<file path="src/rtl/virtio_req_arbiter.sv">
// virtio_req_arbiter
//   Round-robin arbiter that hands the micro-controller to one of four virtio
//   requesters (console, disk, keyboard, mouse) at a time. Request pulses are
//   captured into sticky pending bits. A grant latches the winner's id and
//   queue select and drives that requester's mode code. The service ends on
//   w_done or on a BUSY-cycle timeout. A timeout sets a sticky error bit for
//   the requester that was being served.
//
// Ports
//   CLK        : clock
//   RST        : synchronous active-high reset
//   w_en       : arbitration enable (gates new grants only)
//   w_req      : per-requester request pulses
//   w_qsel_in  : packed 32-bit queue selects, id0 in [31:0]
//   w_done     : completion pulse (honoured only in BUSY)
//   w_mode     : micro-controller mode code
//   w_start    : one-cycle pulse during GRANT
//   w_gnt_id   : id being served
//   w_qsel     : queue select latched at grant
//   w_pending  : sticky pending-request bits
//   w_err      : sticky per-requester timeout flags
//   w_busy     : high while the FSM is not IDLE
module virtio_req_arbiter #(
  parameter int unsigned N_REQ    = 4,
  parameter logic [11:0] MODE_MAP = 12'o4321,
  parameter logic [2:0]  MODE_CPU = 3'd0,
  parameter logic [23:0] TIMEOUT  = 24'd1000000
) (
  input  logic                   CLK,
  input  logic                   RST,
  input  logic                   w_en,
  input  logic [N_REQ-1:0]       w_req,
  input  logic [32*N_REQ-1:0]    w_qsel_in,
  input  logic                   w_done,
  output logic [2:0]             w_mode,
  output logic                   w_start,
  output logic [1:0]             w_gnt_id,
  output logic [31:0]            w_qsel,
  output logic [N_REQ-1:0]       w_pending,
  output logic [N_REQ-1:0]       w_err,
  output logic                   w_busy
);

  typedef enum logic [1:0] {IDLE, GRANT, BUSY, RELEASE} state_t;

  state_t             state, state_nxt;
  logic [1:0]         last_id;
  logic [23:0]        busy_cnt;

  logic               win_vld;
  logic [1:0]         win_id;
  logic [1:0]         scan_idx;
  logic [31:0]        win_qsel;
  logic [1:0]         gnt_nxt;
  logic [2:0]         mode_nxt;
  logic [N_REQ-1:0]   clr;
  logic               timeout_hit;

  // Round-robin scan starting just above the last served id.
  always_comb begin
    win_vld  = 1'b0;
    win_id   = '0;
    scan_idx = '0;
    for (int unsigned k = 0; k < 4; k++) begin
      scan_idx = last_id + 2'(k + 1);
      if (!win_vld && w_pending[scan_idx]) begin
        win_vld = 1'b1;
        win_id  = scan_idx;
      end
    end
  end

  always_comb begin
    win_qsel = '0;
    for (int unsigned k = 0; k < 4; k++) begin
      if (win_id == 2'(k)) win_qsel = w_qsel_in[32*k +: 32];
    end
  end

  always_comb begin
    state_nxt   = state;
    gnt_nxt     = w_gnt_id;
    clr         = '0;
    timeout_hit = 1'b0;
    case (state)
      IDLE: begin
        if (w_en && win_vld) begin
          state_nxt   = GRANT;
          gnt_nxt     = win_id;
          clr[win_id] = 1'b1;
        end
      end
      GRANT:   state_nxt = BUSY;
      BUSY: begin
        if (w_done) begin
          state_nxt = RELEASE;
        end else if (busy_cnt == TIMEOUT - 24'd1) begin
          state_nxt   = RELEASE;
          timeout_hit = 1'b1;
        end
      end
      RELEASE: state_nxt = IDLE;
      default: state_nxt = IDLE;
    endcase
  end

  always_comb begin
    mode_nxt = MODE_CPU;
    for (int unsigned k = 0; k < 4; k++) begin
      if (gnt_nxt == 2'(k)) mode_nxt = MODE_MAP[3*k +: 3];
    end
  end

  // Outputs are registered from the next state so they line up with the
  // state they describe in the same cycle.
  always_ff @(posedge CLK) begin
    if (RST) begin
      state     <= IDLE;
      w_pending <= '0;
      w_err     <= '0;
      last_id   <= 2'd3;
      busy_cnt  <= '0;
      w_mode    <= MODE_CPU;
      w_start   <= 1'b0;
      w_gnt_id  <= '0;
      w_qsel    <= '0;
      w_busy    <= 1'b0;
    end else begin
      state     <= state_nxt;
      // A new pulse on the bit being cleared wins over the clear.
      w_pending <= (w_pending & ~clr) | w_req;
      w_gnt_id  <= gnt_nxt;
      if (state == IDLE && state_nxt == GRANT) w_qsel <= win_qsel;
      if (state_nxt == GRANT) begin
        busy_cnt <= '0;
      end else if (state == BUSY && state_nxt == BUSY && busy_cnt != '1) begin
        busy_cnt <= busy_cnt + 24'd1;
      end
      if (timeout_hit) w_err[w_gnt_id] <= 1'b1;
      if (state == RELEASE) last_id <= w_gnt_id;
      w_start <= (state_nxt == GRANT);
      w_busy  <= (state_nxt != IDLE);
      w_mode  <= (state_nxt == GRANT || state_nxt == BUSY) ? mode_nxt : MODE_CPU;
    end
  end

endmodule
</file>
<file path="config.mk">
export PLATFORM = sky130hd
export DESIGN_NAME = virtio_req_arbiter
export DESIGN_NICKNAME = d
export VERILOG_FILES = /design/src/rtl/virtio_req_arbiter.sv
export SDC_FILE = /design/constraint.sdc
export NUM_CORES = 1
export LEC_CHECK = 0
export ABC_AREA = 0
export CAP_MARGIN = 40
export CORE_AREA = 2 2 94 114
export CTS_CLUSTER_SIZE = 40
export DETAILED_ROUTE_END_ITERATION = 7
export DIE_AREA = 0 0 96 116
export GPL_TIMING_DRIVEN = 0
export PLACE_DENSITY = 0.79
export SYNTH_ARGS = -nofsm -noshare
export SYNTH_HDL_FRONTEND = slang
export SYNTH_SLANG_ARGS = --single-unit
</file>
<file path="constraint.sdc">
create_clock -name CLK -period 3.6 [get_ports CLK]
set_input_delay 0.72 -clock CLK [delete_from_list [all_inputs] [get_ports CLK]]
set_output_delay 0.72 -clock CLK [all_outputs]
set_load 0.1 [all_outputs]
</file>
==> results of run 1 <==
-- area by class of cell --
type	count	area, sq um
plain buffers	28	183.9
clock buffers	10	229.0
clock inverters	5	78.83
fillers	622	2629
inverters	15	56.30
multi-input cells	314	2384
flip-flops and latches	75	1501
well taps	126	157.7
repair buffers	229	2740
-- cell families (layout without fill, tap and decap cells) --
kind of cell / after synthesis / after routing / synth area share [%]
AOI/OAI and AO/OA: 100 / 100 / 21.57
DFF: 75 / 75 / 36.40
and+or+nand+nor: 138 / 138 / 17.56
buffers and inverters: 43 / 287 / 5.823
muxes: 65 / 65 / 15.77
adders and majority gates: 6 / 6 / 1.820
xor gates and xnor gates: 5 / 5 / 1.062
-- per-stage QoR --
| step | hold slack (ps) | utilization, % | power, W |
|---|---|---|---|
| 6_report | 460.4 | 73.61 | 0.005764 |
| 5_1_grt | 479.4 | 73.61 | 0.005942 |
| 4_1_cts | 464.2 | 73.61 | 0.005772 |
| 3_5_place_dp | 451.5 | 70.52 | 0.004821 |
| 3_3_place_gp | 444.1 | 61.29 | 0.003931 |
| 2_1_floorplan | 465.1 | - | 0.003232 |
-- cell usage in the layout (no fill, tap or decap), drive strengths merged, types with 4 or more instances in the layout --
| cell type | n |
|---|---|
| clkdlybuf4s50 | 182 |
| dfxtp | 75 |
| buf | 70 |
| mux2i | 65 |
| nand2 | 48 |
| o221ai | 32 |
| a21oi | 24 |
| nor2 | 18 |
| inv | 15 |
| clkbuf | 15 |
| nand3 | 12 |
| or3 | 11 |
| o31ai | 11 |
| o21ai | 10 |
| or4 | 10 |
| nand4 | 7 |
| ha | 6 |
| nor2b | 5 |
| nand2b | 4 |
| a211o | 4 |
| nor4b | 4 |
| xnor2 | 4 |
| nor4 | 4 |
-- critical path, cell delays in order (launching register included) --
cell and delay [ps]:
dfxtp_1 340, ha_1 240, nand3_1 140, or2_0 130, clkbuf_1 400, o311ai_2 200, nand2_1 160, ha_1 230
and4_1 240, nand3_1 160, a2111oi_0 590, xnor2_1 180, nor2_1 50
-- power by group --
group | switching, W | total [W] | internal [W]
Sequential | 0.000124 | 0.00116 | 0.00104
Combinational | 0.00219 | 0.00365 | 0.00146
Clock | 0.000351 | 0.000953 | 0.000602
Total | 0.00267 | 0.00576 | 0.00310
-- per-layer routing --
layer	vias to the layer above	part of all wire [%]	GRT usage (%)	wire, microns
li1	2116	-	-	-
met4	2	3.4	11.52	533
met5	-	0.083	0	13
met3	43	11	11.44	1718
met1	2100	35	27.75	5436
met2	190	51	50.23	8051
-- registers in the layout, indices dropped and copies added (netlist names) --
| signal | cells |
|---|---|
| busy_cnt | 24 |
| last_id | 2 |
| state | 2 |
| w_busy | 1 |
| w_err | 4 |
| w_gnt_id | 2 |
| w_mode | 3 |
| w_pending | 4 |
| w_qsel | 32 |
| w_start | 1 |
-- worst paths after layout --
kind,from,to,slack [ps],cells past startpoint
worst max-delay path,busy_cnt[0],busy_cnt[21],440,12
worst min-delay path,w_err[1],w_err[1],460,2
worst max register to register,busy_cnt[0],busy_cnt[21],440,12
worst min register to register,w_err[1],w_err[1],460,2
==> reports/results.ini, run 1 <==
[timing]
fin_ws_ps=438.3
rsz0062_at_grt=false
setup-tns-final_ps=0
fin_crit_sh_pct=87.83
slew_viol_final=0
period_minus_slack_ps=3162
tightestPinTransition_ps=666.5
max_freq_ghz=0.3163
hold_viol=0
finalSetupViolCount=0
relSlewSlack_pct=55.16
fin_skew_ps=5.646

[route]
first_pass_iters=5
vias=4451
vias_per_cell=5.550
ant_nets=0
drt_iter0_markers=202
drt_wl_total_microns=15750
wl_per_cell_microns=19.64
drcViolationCount=0

[logic_synthesis]
synth_commonest_cells=75 x dfxtp_1, 65 x mux2i_1, 48 x nand2_1
yosysWarnings=0
yosysMostFrequentCell=dfxtp_1
synth_edf_count=0
synth_area_leaders=dfxtp_1 36%, mux2i_1 16%, o221ai_1 4.7%
synthCells=432
ys_seq_area_share_pct=36.40
yosys.cell_types.count=50
ys_ff_latch=75
synth_ff_type=dfxtp_1
syn_area_per_cell_sq_um=9.549
async_reset_ff_share_pct=0
synth_top_area_share_pct=36.40
syn_nets=574
syn_area_sq_um=4125
synth.largest_area_cell=dfxtp_1

[floorplanning]
initial_core_util_pct=41.42
ios=183
core_area_sq_um=9960
rows=40
fp.dieW_microns=96
die_y_microns=116
die_area_sq_um=11140

[global_routing]
antenna_found_initial=1
grt_pass1_vias=4520
grt_overflow_total=0
grt_usage_pct=27.81
grt_pass1_wl_microns=23540
grt_max_degree=13

[clock_tree]
cts_tree=done
cts_resized=0
clkTransAtPathRegs_ps=60
cts_setup_buffers=0
clkSinkCount=75
clockRootBuffer=clkbuf_16
cts_hold_buffers=0
clock_latency_ps=340
cts_buffer_depth=2
htreeDepth=3
cts_buffers=9

[finish]
n_antenna_cell=0
layout-drive-gt1-share_pct=17.60
nets=814
area_growth_pct=77.71
final_cells=802
fin_area_sq_um=7331

[place]
dp_slack_ps=317.3
hpwlAfterDp_microns=12790
dp_cells=787
place_congestion=0.9199
port_buffers=182
postPlaceCellArea_sq_um=7023

[setup_path]
path_class=reg -> reg
start_kind=flip-flop
worstPathRequired_ps=3830
cp-end-kind=flip-flop
worstPathMaxFanout=10
critPathArrivalTime_ps=3390

[flow_run]
drv_cap=0

[min_path]
hp-class=reg -> reg

[pwr]
powerDensity_nw_per_um2=786.3
power.leakage_nw=2.646
vdd_drop_max_v=0.0003736

[status]
status=finished clean

Note: power is estimated with default switching activity, not from simulation.
==> run 2: changes to the inputs <==
--- a/config.mk
+++ b/config.mk
@@ -7,12 +7,13 @@
 export LEC_CHECK = 0
 export ABC_AREA = 0
 export CAP_MARGIN = 40
-export CORE_AREA = 2 2 94 114
+export CORE_AREA = 2 2 103 105
 export CTS_CLUSTER_SIZE = 40
 export DETAILED_ROUTE_END_ITERATION = 7
-export DIE_AREA = 0 0 96 116
+export DIE_AREA = 0 0 105 107
 export GPL_TIMING_DRIVEN = 0
-export PLACE_DENSITY = 0.79
+export PLACE_DENSITY = 0.78
+export SETUP_SLACK_MARGIN = 0.5
 export SYNTH_ARGS = -nofsm -noshare
 export SYNTH_HDL_FRONTEND = slang
 export SYNTH_SLANG_ARGS = --single-unit
==> run 2 against run 1 <==
Wire length is 8.7% higher. Highest routed layer unchanged. Fmax is 6.6% higher. Combinational power is 1% higher. Critical path depth is 2 lower. First-iteration DRC count grew 27%. Final cell count increased by 1.5%. Via count up 2.3%. Sequential share of layout area up 0.14 points. Critical endpoint is now busy_cnt[17]. Die area grew 0.89%. Clock skew is 8.0 ps higher.
==> reports/results.ini, run 2 (synthesized netlist as in run 1, its figures left out) <==
[place]
dp_slack_ps=367.5
dp_cells=797
hpwlAfterDp_microns=12990
port_buffers=182
place_congestion=0.9102

[setup_path]
cp-end-kind=flip-flop
critPathMaxStageDelay_ps=610
critPathBufInv=0
worstPathMaxFanout=6
worstPathRequired_ps=3850
path_cells=or4_4 > a31oi_4 > o311ai_2 > nand2_1 > ha_1 > and4_1 > nand3_1 > a2111oi_0 > xnor2_1 > nor2_1
critPathArrivalTime_ps=3220
cp_slowest_cell=or4_4
start_kind=flip-flop
path_class=reg -> reg
critPathTopFamily=simple AND/OR/NAND/NOR gates

[finish]
nets=814
reg.largest.list=w_qsel: 32 flops, busy_cnt: 24 flops
layout-drive-gt1-share_pct=18.17
final_common_cell=clkdlybuf4s50_1
mostFrequentLayoutCells=182 x clkdlybuf4s50_1, 75 x dfxtp_1, 65 x mux2i_1
final_cells=814
num-fill-cells=650
largest_register=w_qsel
area_growth_pct=76.46
largest_register_ffs=32

[global_routing]
antenna_found_initial=2
grt_pass1_wl_microns=26390
grt_overflow_total=0
grt_max_degree=15
grt_usage_pct=30.34
grt_pass1_vias=4755

[floorplanning]
fp.dieW_microns=105
die_area_sq_um=11240
initial_core_util_pct=40.88
die_y_microns=107
rows=37
ios=183
core_area_sq_um=10090

[timing]
slew_viol_final=0
finalSetupViolCount=0
tightestPinTransition_ps=618.9
hold_viol=0
period_minus_slack_ps=2967
whs_ps=467.0
fin_ws_ps=632.6
fin_skew_ps=13.62
max_freq_ghz=0.3370
relSlewSlack_pct=58.36
rsz0062_at_grt=true
fin_crit_sh_pct=82.43
setup-tns-final_ps=0

[pwr]
p_comb_share_pct=65.0
p_sw_share_pct=47.66
p_int_w=0.002977
clkPwrFrac_pct=14.5
p_seq_share_pct=20.6
powerDensity_nw_per_um2=781.3
power.leakage_nw=2.622
vdd_drop_max_v=0.0005663
power.switching_w=0.002711

[route]
top_layer_used=met5
wl_met2_microns=8689
wl_met1_microns=6400
first_pass_iters=6
ant_nets=0
drt_iter0_markers=256
wl_met3_microns=1394
vias=4555
wl_per_cell_microns=21.03
drt_wl_total_microns=17120
vias_per_cell=5.596
drcViolationCount=0

[clock_tree]
cts_buffer_depth=2
clkTransAtPathRegs_ps=80
cts_tree=done
clkSinkCount=75
cts_buffers=9
clock_latency_ps=350
htreeDepth=3
clockRootBuffer=clkbuf_8

[status]
status=finished clean

[flow_run]
drv_cap=0

[min_path]
hp-class=reg -> reg

run 2: cell types whose count changed in the layout (fill, tap and decap cells not counted), moves of 2 or more:
cell	delta
clkbuf_2	+2
clkbuf_8	+9
clkbuf_1	-3
clkbuf_16	-9
run 2: through the flow:
| stage | utilization (%) | cell area [sq um] | power, W |
|---|---|---|---|
| 2_1_floorplan | - | 4125 | 0.003232 |
| 3_3_place_gp | 60.61 | 6117 | 0.003926 |
| 3_5_place_dp | 69.59 | 7023 | 0.004848 |
| 4_1_cts | 72.04 | 7271 | 0.005686 |
| 5_1_grt | 72.11 | 7277 | 0.005857 |
| 6_report | 72.13 | 7279 | 0.005688 |
run 2: final cells by class:
class	instances	area (sq um)	area share, %
Timing Repair Buffer	229	2728	37.47
Multi-Input combinational cell	314	2385	32.76
Sequential cell	75	1501	20.63
Buffer	28	188.9	2.595
Tap cell	136	170.2	2.338
Clock buffer	9	123.9	1.702
Clock inverter	7	123.9	1.702
Inverter	15	56.30	0.7735
Antenna cell	1	2.502	0.03438
run 2: path summary, 6_finish.rpt:
kind | startpoint | end | slack, ps | depth (start not counted)
setup / recovery | w_pending[2] | busy_cnt[17] | 630 | 10
hold / removal | w_qsel[28] | w_qsel[28] | 470 | 2
setup reg to reg | w_pending[2] | busy_cnt[17] | 630 | 10
hold reg to reg | w_qsel[28] | w_qsel[28] | 470 | 2
run 2: routing by layer:
layer	track usage, %	vias to the layer above
li1	-	2119
met1	33.40	2167
met2	54.96	211
met3	9.119	56
met4	11.33	2
met5	0	-
run 2: worst min-delay path, delay by kind of cell, from the launching register on:
kind / cells / cell delay, ps
and+or+nand+nor: 1 / 50
AOI/OAI and AO/OA: 1 / 60
DFF: 1 / 330
run 2: power by group through the flow:
stage	Combinational, W	Sequential, W	Clock, W
3_3_place_gp	0.00277	0.00115	0
3_5_place_dp	0.00367	0.00118	0
4_1_cts	0.00370	0.00117	0.000824
2_1_floorplan	0.000695	0.00254	0
6_report	0.00370	0.00117	0.000822
5_1_grt	0.00381	0.00119	0.000859
run 2: repair_timing:
action,4_1_cts,5_1_grt
gates resized for setup,0,6
buffers inserted,0,0
hold buffers,0,0
setup endpoints to repair,0,19
==> variant 1 (flow settings as in run 2) <==
The parameter `MODE_CPU` goes from 3'd0 to 3'd1.
--- a/src/rtl/virtio_req_arbiter.sv
+++ b/src/rtl/virtio_req_arbiter.sv
@@ -23,7 +23,7 @@
 module virtio_req_arbiter #(
   parameter int unsigned N_REQ    = 4,
   parameter logic [11:0] MODE_MAP = 12'o4321,
-  parameter logic [2:0]  MODE_CPU = 3'd0,
+  parameter logic [2:0]  MODE_CPU = 3'd1,
   parameter logic [23:0] TIMEOUT  = 24'd1000000
 ) (
   input  logic                   CLK,
Behaviour: not the same (Yosys sat finds a counterexample within 4 cycles, from zero or initial values and one cycle with RST high).
==> variant 1 against run 2 <==
Sequential share of layout area rose by 0.18 points. Cell area fell by 0.64%. Combinational power rose by 2%. Routed wire length rose by 7.0%. Setup slack got worse by 0.027 ns. Synthesized area fell by 3.4%. Total power fell by 1.7%. Sequential cell count did not move. Largest power group unchanged. Highest routed layer unchanged.
==> variant 1: results (changes against run 2) <==
metric,value,unit,change
Post-synth top cells,"75 x dfxtp_1, 65 x mux2i_1, 51 x nand2_1",,"was 75 x dfxtp_1, 65 x mux2i_1, 48 x nand2_1"
reg-to-reg startpoint,state[0],,was w_pending[2]
Mean Syn Cell Area,9.24,µm²,was 9.55 µm²
DP HPWL,13400,µm,was 13000 µm
Hold EP,w_qsel[7],,was w_qsel[28]
Rel. slew slack,67.6,%,was 58.4%
CP top delay family,compound AO/OA/AOI/OAI gates,,was simple AND/OR/NAND/NOR gates
placed cells,796,,was 797
Worst path slowest cell,clkdlybuf4s50_1,,was or4_4
share of layout cells above drive strength 1,17.1,%,was 18.2%
leak pwr,2.69,nW,was 2.62 nW
Fin Clk Skew,0.0204,ns,was 0.0136 ns
met2 usage,56.2,%,was 55.0%
met3 Use GR,9.91,%,was 9.12%
WHS,0.477,ns,was 0.467 ns
post-synthesis adder-cell area fraction,1.88,%,was 1.82%
H-Tree Level Count,3,,unchanged
Synth area leaders,"dfxtp_1 38%, mux2i_1 16%, o221ai_1 7.0%",,"was dfxtp_1 36%, mux2i_1 16%, o221ai_1 4.7%"
Reg power frac,21.1,%,was 20.6%
post-place setup slack,0.190,ns,was 0.368 ns
critical path launch point,w_en,,was w_pending[2]
Compound-Gate Fraction of Synth Area,18.0,%,was 21.6%
CP peak stage delay,0.44,ns,was 0.61 ns
HP Start,w_qsel[7],,was w_qsel[28]
DRT Pass-1 Iters,5,,was 6
initial antenna violation count,3,,was 2
post-cts resize count,2,,was 0
top achievable clock speed,334,MHz,was 337 MHz
RePlAce Congestion,0.894,,was 0.910
"Net Count, Synth",573,,was 574
CP Max Fanout,8,,was 6
Reg2Reg Depth,12,,was 10
Switch Pwr,0.00273,W,was 0.00271 W
via count,4665,,was 4555
Worst-path clk slew,0.07,ns,
vias in the first global route,4887,,was 4755
worst setup path endpoint,busy_cnt[23],,was busy_cnt[17]
status,completed,,unchanged
Final Power,0.00559,W,was 0.00569 W
multiplexer area fraction after synthesis,16.3,%,was 15.8%
GRT Util Overall,30.9,%,was 30.3%
Post-Place Cell Area,0.00700,mm²,was 0.00702 mm²
drt first-iter violations,262,,was 256
Worst EP arrival,3.28,ns,was 3.22 ns
Synth Area in XOR/XNOR,1.76,%,was 1.06%
combinational power share,67.3,%,was 65.0%
maximum VDD drop,0.486,mV,was 0.566 mV
first-pass GRT wire length,27000,µm,was 26400 µm
Post-Layout Cell Count,815,,was 814
synth unique cells,52,,was 50
==> variant 1: cell types whose count changed in the layout (fill, tap and decap cells not counted), sizes merged, moves of 3 or more <==
cell / before / now
buf: 69 / 72
nor3: 3 / 6
nand2: 48 / 51
o31ai: 11 / 7
or4: 10 / 5
o21ai: 10 / 13
and2: 1 / 6
xor2: 1 / 6
a21oi: 24 / 21
nor2: 18 / 21
inv: 17 / 14
==> variant 1: metal layers <==
layer  up-vias  wire length [µm]
li1       2100                 -
met2       244              9380
met1      2244              6630
met3        75              1450
met4         2               844
met5         -                12
==> variant 1: area by class of cell <==
cell class              count  area (µm²)  area share (%)
diodes                      2        5.00          0.0692
clock inverters             2        37.5           0.519
inverters                  14        52.6           0.727
repair buffers            232        2860            39.6
well taps                 136         170            2.35
flip-flops and latches     75        1510            20.8
plain buffers              24         151            2.09
multi-input cells         318        2300            31.8
clock buffers              12         145            2.01
==> variant 2 (settings of run 2) <==
Without the edit above. Put one more register stage on the output `w_err`. The value now appears one clock later. The other outputs are not delayed to match.
--- a/src/rtl/virtio_req_arbiter.sv
+++ b/src/rtl/virtio_req_arbiter.sv
@@ -42,6 +42,8 @@
 );
 
   typedef enum logic [1:0] {IDLE, GRANT, BUSY, RELEASE} state_t;
+
+  logic [N_REQ-1:0] w_err_s0;
 
   state_t             state, state_nxt;
   logic [1:0]         last_id;
@@ -117,7 +119,7 @@
     if (RST) begin
       state     <= IDLE;
       w_pending <= '0;
-      w_err     <= '0;
+      w_err_s0  <= '0;
       last_id   <= 2'd3;
       busy_cnt  <= '0;
       w_mode    <= MODE_CPU;
@@ -136,7 +138,7 @@
       end else if (state == BUSY && state_nxt == BUSY && busy_cnt != '1) begin
         busy_cnt <= busy_cnt + 24'd1;
       end
-      if (timeout_hit) w_err[w_gnt_id] <= 1'b1;
+      if (timeout_hit) w_err_s0[w_gnt_id] <= 1'b1;
       if (state == RELEASE) last_id <= w_gnt_id;
       w_start <= (state_nxt == GRANT);
       w_busy  <= (state_nxt != IDLE);
@@ -144,4 +146,8 @@
     end
   end
 
+  always_ff @(posedge CLK) begin
+    w_err <= w_err_s0;
+  end
+
 endmodule
Function: same outputs for any inputs over 10 cycles, from zero or initial values and one cycle with RST high; that may be too few to reach the edited logic, so the function may still have changed.
==> variant 2 against run 2 <==
Non-clock buffer count decreased by 8. Sequential cell count up 4. Cell area down 2.5%. Synthesized area fell by 3.7%. Setup slack improved by 0.087 ns. Critical path depth rose by 1. Routed wire length decreased by 20%. Critical path type unchanged.
Power is not compared: it rests on default switching activity, and its combinational part moved more than twofold at a synthesized area within 25%.
==> variant 2: results (changes against run 2) <==
metric,value,unit,change
total CTS buffers,9,,unchanged
Max clock buf depth,2,,unchanged
Fin Clk Skew,0.0149,ns,was 0.0136 ns
final wirelength,13700,µm,was 17100 µm
"Net Count, Synth",569,,was 574
Hold Path Class,flip-flop to flip-flop,,unchanged
drt first-iter violations,166,,was 256
Post-Place Cell Area,0.00686,mm²,was 0.00702 mm²
Reg2Reg Depth,11,,was 10
CP Max Fanout,8,,was 6
H-Tree Level Count,3,,unchanged
Worst-path clk slew,0.09,ns,
initial antenna violation count,0,,was 2
ant diodes,0,,was 1
Synth async-reset ratio,0,%,unchanged
RePlAce Congestion,0.884,,was 0.910
first-pass GRT wire length,21900,µm,was 26400 µm
Yosys Warn Count,0,,unchanged
share of layout cells above drive strength 1,12.4,%,was 18.2%
via count,4318,,was 4555
sequential-to-total area share from yosys stat,39.8,%,was 36.4%
"Net count, final",808,,was 814
GRT Util Overall,24.5,%,was 30.3%
DP HPWL,10900,µm,was 13000 µm
Port Buffers,181,,was 182
worst setup path endpoint,busy_cnt[13],,was busy_cnt[17]
"Slew Viols, Final",0,,unchanged
post-place setup slack,0.312,ns,was 0.368 ns
Final Hold Viols,0,,unchanged
registers with the most flip-flops,"w_qsel: 32 flops, busy_cnt: 24 flops",,unchanged
Worst EP arrival,3.17,ns,was 3.22 ns
Post-synth top cells,"79 x dfxtp_1, 67 x mux2i_1, 46 x nand2_1",,"was 75 x dfxtp_1, 65 x mux2i_1, 48 x nand2_1"
Worst-Skew Late Latency,0.37,ns,was 0.35 ns
synth unique cells,48,,was 50
DRT Pass-1 Iters,4,,was 6
vias in the first global route,4508,,was 4755
Rel. slew slack,47.7,%,was 58.4%
Synth area leaders,"dfxtp_1 40%, mux2i_1 17%, o221ai_1 7.1%",,"was dfxtp_1 36%, mux2i_1 16%, o221ai_1 4.7%"
largest net degree at the start of global routing,15,,unchanged
reg2reg setup slack,0.72,ns,was 0.63 ns
reg-to-reg startpoint,state[0],,was w_pending[2]
kind of start point of the critical path,flip-flop,,unchanged
leak pwr,2.63,nW,
status,completed,,unchanged
Clock Root Buffer,clkbuf_8,,unchanged
top achievable clock speed,347,MHz,was 337 MHz
maximum VDD drop,0.348,mV,
variant 2: kinds of logic after synthesis:
group | share of synthesized area, %
flip-flops | 39.8
adder cells (fa/ha/maj) | 1.89
AND/OR/NAND/NOR | 19.4
buffers and inverters | 3.59
AO/OA/AOI/OAI | 15.1
multiplexers | 16.9
XOR/XNOR | 3.31
variant 2: where the power goes:
group	internal, W	switching, W	leakage (nW)
Combinational	0.000751	0.00104	1.87
Clock	0.000413	0.000350	0.113
Sequential	0.000970	0.0000618	0.643
variant 2: metal layers:
layer  up-vias  GRT usage [%]  part of all wire [%]
li1       2073              -                     -
met1      2019           27.0                    39
met2       188           43.6                    51
met3        38           7.29                   6.9
met4         0           10.8                   3.7
met5         -              0                     0
variant 2: how the worst min path moves through the flow:
stage / slack [ns] / cells past startpoint / startpoint / end
2_1_floorplan: 0.33 / 0 / w_err_s0[0] / w_err[0]
3_3_place_gp: 0.34 / 0 / w_err_s0[0] / w_err[0]
3_5_place_dp: 0.34 / 0 / w_err_s0[2] / w_err[2]
4_1_cts: 0.36 / 0 / w_err_s0[2] / w_err[2]
5_1_grt: 0.37 / 0 / w_err_s0[2] / w_err[2]
6_report: 0.36 / 0 / w_err_s0[2] / w_err[2]
variant 2: final cells by class:
class	count	area (µm²)
clock buffers	10	138
clock inverters	6	90.1
fillers	748	3000
plain buffers	21	90.1
flip-flops and latches	79	1580
inverters	14	52.6
well taps	136	170
multi-input cells	313	2250
repair buffers	228	2720
variant 2: critical path, cell delays in order, from the launching register on:
cell	delay [ns]
dfxtp_1	0.38
inv_1	0.09
ha_1	0.27
nand2_1	0.12
o21ai_1	0.15
nor2_1	0.12
a21bo_2	0.18
ha_1	0.20
nand2_1	0.17
or4_4	0.56
or4_1	0.42
a21oi_1	0.15
variant 2: timing repair:
action	CTS	global route
setup endpoints to repair	0	12
setup buffers	0	0
resized for setup	0	2
hold endpoints to repair	0	0
variant 2: through the flow:
step	hold WS, ns	cells
2_1_floorplan	0.331	427
3_3_place_gp	0.340	744
3_5_place_dp	0.342	791
4_1_cts	0.360	807
5_1_grt	0.367	807
6_report	0.357	807
